[src/rtl/pipelined_barrel_shifter.sv]
// ---------------------------------------------------------------------------
// pipelined_barrel_shifter
//
// Pipelined log2 barrel shifter for the datapath shift unit. It implements
// LSL, LSR, ASR and ROR with an ARM-style shifter carry-out, and uses
// valid/ready handshakes on both sides so it can sit between operand fetch
// and the ALU.
//
// The upper shift ranks and the carry-out are evaluated on the incoming
// operand. The lower ranks are evaluated either after an optional mid
// register (REG_MID=1, latency 2) or directly behind the upper ranks
// (REG_MID=0, latency 1). The result register holds its contents while the
// consumer stalls.
//
// Ports
//   CLK       in   1        clock, rising edge
//   RESET     in   1        synchronous, active-high reset
//   InValid   in   1        operand valid
//   InReady   out  1        operand can be accepted this cycle
//   ShIn      in   WIDTH    operand
//   Shamt     in   SHAMT_W  shift amount, 0..WIDTH-1
//   ShType    in   2        00 LSL, 01 LSR, 10 ASR, 11 ROR
//   CarryIn   in   1        carry passed through when Shamt==0
//   OutValid  out  1        result valid
//   OutReady  in   1        consumer accepts result
//   ShOut     out  WIDTH    shifted result
//   CarryOut  out  1        shifter carry-out
// ---------------------------------------------------------------------------
module pipelined_barrel_shifter #(
  parameter int WIDTH   = 32,
  parameter int SHAMT_W = $clog2(WIDTH),
  parameter int REG_MID = 1
) (
  input  logic               CLK,
  input  logic               RESET,
  input  logic               InValid,
  output logic               InReady,
  input  logic [WIDTH-1:0]   ShIn,
  input  logic [SHAMT_W-1:0] Shamt,
  input  logic [1:0]         ShType,
  input  logic               CarryIn,
  output logic               OutValid,
  input  logic               OutReady,
  output logic [WIDTH-1:0]   ShOut,
  output logic               CarryOut
);

  typedef enum logic [1:0] {
    SH_LSL = 2'b00,
    SH_LSR = 2'b01,
    SH_ASR = 2'b10,
    SH_ROR = 2'b11
  } shKind_e;

  // Ranks at or above SPLIT run on the incoming operand; ranks below SPLIT
  // run in the lower half of the pipe.
  localparam int SPLIT = SHAMT_W / 2;

  // One rank of the cascade. For ASR the MSB of the partial result is still
  // the original sign bit, because earlier ASR ranks replicate it.
  function automatic logic [WIDTH-1:0] shiftBy(input logic [WIDTH-1:0] data,
                                               input int               amt,
                                               input shKind_e          kind);
    case (kind)
      SH_LSL:  shiftBy = data << amt;
      SH_LSR:  shiftBy = data >> amt;
      SH_ASR:  shiftBy = $signed(data) >>> amt;
      default: shiftBy = (data >> amt) | (data << (WIDTH - amt));
    endcase
  endfunction

  shKind_e inKind;
  assign inKind = shKind_e'(ShType);

  // ---------------- first stage: upper ranks and carry-out ----------------
  logic [WIDTH-1:0]   upperData;
  logic               inCarry;
  logic [SHAMT_W-1:0] lslIdx;
  logic [SHAMT_W-1:0] rIdx;

  always_comb begin
    // NOTE: a default assignment before the loop keeps this purely
    // combinational; a path that leaves it unassigned would infer a latch.
    upperData = ShIn;
    for (int k = SPLIT; k < SHAMT_W; k++) begin
      if (Shamt[k]) upperData = shiftBy(upperData, 1 << k, inKind);
    end
  end

  // WIDTH - Shamt, taken modulo WIDTH (WIDTH is a power of two).
  assign lslIdx = '0 - Shamt;
  assign rIdx   = Shamt - SHAMT_W'(1);

  always_comb begin
    if (Shamt == '0)            inCarry = CarryIn;
    else if (inKind == SH_LSL)  inCarry = ShIn[lslIdx];
    else                        inCarry = ShIn[rIdx];
  end

  // ---------------- lower-stage inputs (mid register or bypass) -----------
  logic               outLoad;
  logic               lowValid;
  logic [WIDTH-1:0]   lowData;
  logic [SPLIT-1:0]   lowShamt;
  shKind_e            lowKind;
  logic               lowCarry;

  // The result register can take a new entry when it is empty or its
  // current entry is being consumed.
  assign outLoad = !OutValid || OutReady;

  generate
    if (REG_MID != 0) begin : gMid
      logic             midValid;
      logic [WIDTH-1:0] midData;
      logic [SPLIT-1:0] midShamt;
      shKind_e          midKind;
      logic             midCarry;

      // The mid stage loads when empty or when its entry moves on.
      assign InReady = !midValid || outLoad;

      always_ff @(posedge CLK) begin
        // NOTE: non-blocking assignments so every register samples the
        // pre-edge value of every other register.
        if (RESET)        midValid <= 1'b0;
        else if (InReady) midValid <= InValid;
      end

      // NOTE: the payload carries no reset; it is only observed through the
      // valid bit, which is reset.
      always_ff @(posedge CLK) begin
        if (InValid && InReady) begin
          midData  <= upperData;
          midShamt <= Shamt[SPLIT-1:0];
          midKind  <= inKind;
          midCarry <= inCarry;
        end
      end

      assign lowValid = midValid;
      assign lowData  = midData;
      assign lowShamt = midShamt;
      assign lowKind  = midKind;
      assign lowCarry = midCarry;
    end else begin : gFlat
      assign InReady  = outLoad;
      assign lowValid = InValid;
      assign lowData  = upperData;
      assign lowShamt = Shamt[SPLIT-1:0];
      assign lowKind  = inKind;
      assign lowCarry = inCarry;
    end
  endgenerate

  // ---------------- lower ranks and result register -----------------------
  logic [WIDTH-1:0] lowerData;

  always_comb begin
    lowerData = lowData;
    for (int k = 0; k < SPLIT; k++) begin
      if (lowShamt[k]) lowerData = shiftBy(lowerData, 1 << k, lowKind);
    end
  end

  // Data only updates when a valid entry lands, so a bubble never disturbs
  // the last result and the outputs ignore operands while InValid is low.
  always_ff @(posedge CLK) begin
    if (RESET) begin
      OutValid <= 1'b0;
      ShOut    <= '0;
      CarryOut <= 1'b0;
    end else if (outLoad) begin
      OutValid <= lowValid;
      if (lowValid) begin
        ShOut    <= lowerData;
        CarryOut <= lowCarry;
      end
    end
  end

endmodule

[config.mk]
export PLATFORM = sky130hd
export DESIGN_NAME = pipelined_barrel_shifter
export DESIGN_NICKNAME = d
export VERILOG_FILES = /design/src/rtl/pipelined_barrel_shifter.sv
export SDC_FILE = /design/constraint.sdc
export NUM_CORES = 1
export LEC_CHECK = 0
export ABC_AREA = 1
export ABC_CLOCK_PERIOD_IN_PS = 2420
export CORE_MARGIN = 8
export CORE_UTILIZATION = 35
export DETAILED_ROUTE_END_ITERATION = 10
export GPL_ROUTABILITY_DRIVEN = 1
export PLACE_DENSITY_LB_ADDON = 0.3
export SYNTH_ARGS = -nofsm -noshare
export SYNTH_HDL_FRONTEND = slang
export SYNTH_SLANG_ARGS = --single-unit
[constraint.sdc]
create_clock -name CLK -period 2.42 [get_ports CLK]
set_input_delay 0.363 -clock CLK [delete_from_list [all_inputs] [get_ports CLK]]
set_output_delay 0.363 -clock CLK [all_outputs]
set_load 0.02 [all_outputs]
==> summary.txt <==
Synth
  – Area share of the largest cell type after synthesis: about 18%
  – Predominant post-synthesis flop cell: edfxtp_1
  – Cell taking the most area after synthesis: edfxtp_1
  – #FFs+latches synth: ~70
  – Cells after synthesis: around 970
  – Syn nets: about 1000
  – Leading post-synthesis cells by cell area: edfxtp_1, nand2_1, dfxtp_1, o21ai_0, nand3_1
  – Yosys warns: 0
  – Seq/Total Area, Yosys: 29.1%
  – Post-Syn Area: between 0.006 and 0.007 mm²
  – Post-synth ARST share: 0%
  – Synthesized area per cell: between 6 and 7 µm²
  – Number of synthesized flops with an enable pin: 37
  – Synth cell types: 43

Hold path
  – Hold path startpoint: CarryOut
  – Hold/Removal Path Class: reg2reg

Floorplan
  – Top Ports: 79
  – Initial Utilization: 35.8%
  – Cell row count: 48
  – DIE AREA: ~0.022 mm²
  – Die W: 149 µm
  – Placeable Area: about 0.017 mm²
  – Die height: about 150 µm

Drt
  – Wire per inst: roughly 16 µm
  – Initial DRC count: around 570
  – Drt first pass iters: 5
  – Vias per cell: between 5 and 6
  – DRC Markers: 0
  – DR vias: about 6700
  – Routed Antenna Nets: 0
  – Routed WL: roughly 20000 µm

Timing
  – Max Clk Rate: between 400 and 500 MHz
  – Finish-stage setup viols: 0
  – RSZ-0062 raised after global routing: false
  – Actual slew at the worst max-slew pin: about 0.57 ns
  – Final hold vios: 0
  – Setup TNS: 0 ns
  – Post-route minimum period: 2.14 ns
  – Slew Limit Fails: 0
  – Period utilisation layout: 88.2%
  – Slew HR: a little over 60%
  – Worst Skew: roughly 0.0054 ns

Clock tree
  – Root Buffer: clkbuf_16
  – Clock slew at reported path FFs: 0.05 ns
  – CTS Buf Count: 9
  – Clk buf depth: 2
  – CTS tree: done
  – Clock sinks: 72
  – # resized after CTS: 0
  – H-tree levels: 3
  – Hold Buf Count CTS: 0
  – Post-CTS Setup Bufs: 0
  – Clock network latency to the later pin of the worst-skew pair: ~0.34 ns

Power
  – Power Density: approximately 540 mW/mm²
  – Leakage: between 3 and 4 nW
  – Max VDD drop: around 0.4 mV

Global routing
  – Gr usage total: 17.7%
  – Number of global-route vias before repair: 6116
  – First-pass GRT wire length: 32300 µm
  – Pin count of the biggest net entering global routing: 47
  – Initial antenna violation count: 0
  – Gr ovfl total: 0

Setup path
  – Setup crit end kind: register
  – Arr. time, crit path: between 2 and 2.5 ns
  – Critical path class: in2reg
  – CP max stage delay: 0.49 ns
  – Worst r2r src: gMid.midKind[1]
  – CP max stage cell: clkdlybuf4s50_1
  – CP Cell Sequence: clkdlybuf4s50_1 > inv_1 > ha_1 > inv_1 > nand3_1 > nand3_1 > nand3_1 > nand3b_1 > nand3_1 > nand2_1 > nand2_1 > nand2_1
  – Data required, critical path: between 2 and 3 ns
  – Critical path startpoint category: input port
  – Crit path from: Shamt[0]
  – Crit Path Max Fanout: 15
  – Most frequent CP cell: nand3_1

Cells and area
  – Area grow syn2layout: 22.5%
  – Ant diodes: 0
  – Layout cell share with drive strength beyond 1: between 10% and 20%
  – Final Util: a little over two fifths
  – Nets: 1086

Job
  – Max cap viols: 0

Place
  – HPWL after detailed placement: around 15000 µm
  – PortBufs: 78
  – Placer Congestion: approximately 0.95

Outcome
  – Outcome: completed
-- Yosys cell counts (6+ instances only) --
library cell    n
clkbuf_1       17
buf_2          25
a21oi_1        48
inv_1          87
o211ai_1       32
nand2_1       267
dfxtp_1        35
o21ai_1        40
o21ai_2        19
o21ai_0       110
edfxtp_1       37
inv_2          12
a21oi_2        12
o22ai_1        21
nor2_1         49
buf_4           7
nand3_1        85
a31oi_1         6
-- report_power, final --
group,switching [W],internal [W],leakage [nW]
clock,0.000487,0.000902,0.150
combinational,0.000789,0.000491,2.44
sequential,0.0000638,0.00141,0.654
-- layout by cell type, fill, tap and decap left out, types with 3 or more instances in the layout --
cell type and n:
a21oi_1 48, nor2_1 49, nand3_2 3, o22ai_1 21, buf_12 4, buf_4 44
nor2_4 4, inv_2 12, edfxtp_1 37, clkdlybuf4s50_1 78, or2_0 5, o21ai_1 40
o21ai_0 110, a21oi_2 12, o211ai_1 32, clkbuf_16 9, o21ai_2 19, nand4_1 3
or2_2 5, or2_1 3, dfxtp_1 35, nand3_1 85, nand2_1 267, nand3b_1 3
inv_1 87, a31oi_1 6
-- sequential cells by signal, summed over array words and instances (netlist names) --
signal and cells:
gMid.midValid 1, gMid.midKind 2, ShOut 32, OutValid 1, gMid.midCarry 1, gMid.midData 32
CarryOut 1, gMid.midShamt 2
-- worst max-delay path, delay by kind of cell --
kind | cells | cell delay, ns
adders and majority gates | 1 | 0.32
buffers and inverters | 3 | 0.94
and+or+nand+nor | 8 | 0.71
-- metrics by stage --
| stage | std cells | hold slack (ns) | power [W] | setup slack, ns | area [µm²] |
|---|---|---|---|---|---|
| after floorplan | 966 | 0.432 | 0.00231 | 0.223 | 6220 |
| after global placement | 1254 | 0.468 | 0.00275 | -0.0468 | 7310 |
| after detailed placement | 1254 | 0.485 | 0.00277 | -0.0418 | 7310 |
| after CTS | 1270 | 0.495 | 0.00417 | 0.309 | 7620 |
| after global routing | 1270 | 0.530 | 0.00438 | 0.0909 | 7620 |
| final | 1270 | 0.495 | 0.00414 | 0.285 | 7620 |
-- final cells by class --
| class | instances | area, µm² |
|---|---|---|
| clock buffer | 11 | 233 |
| clock inverter | 5 | 81.3 |
| sequential | 72 | 1810 |
| inverter | 101 | 382 |
| multi-input combinational | 730 | 3640 |
| timing repair buffer | 126 | 1190 |
| tap | 225 | 282 |
| fill | 1831 | 9740 |
-- logic make-up after synthesis --
family	after synthesis	share of synthesized area, %
flip-flops	72	29.1
adder cells (fa/ha/maj)	2	0.402
buffers and inverters	164	12.4
AO/OA/AOI/OAI	296	28.2
AND/OR/NAND/NOR	429	29.5
XOR/XNOR	3	0.422
-- worst paths after layout --
| kind | endpoint | slack, ns | cells past startpoint |
|---|---|---|---|
| min | CarryOut | 0.50 | 2 |
| max | gMid.midCarry | 0.28 | 12 |
| max reg2reg | ShOut[4] | 0.39 | 7 |
| min reg2reg | CarryOut | 0.50 | 2 |
-- layer usage --
layer	track usage [%]	up-vias	share of wire (%)
met5	0	-	0
met4	5.20	0	1.8
met3	2.91	27	6.8
met2	28.5	236	46
met1	23.8	3030	45
li1	-	3412	-
Note: power is estimated with default switching activity, not from simulation.
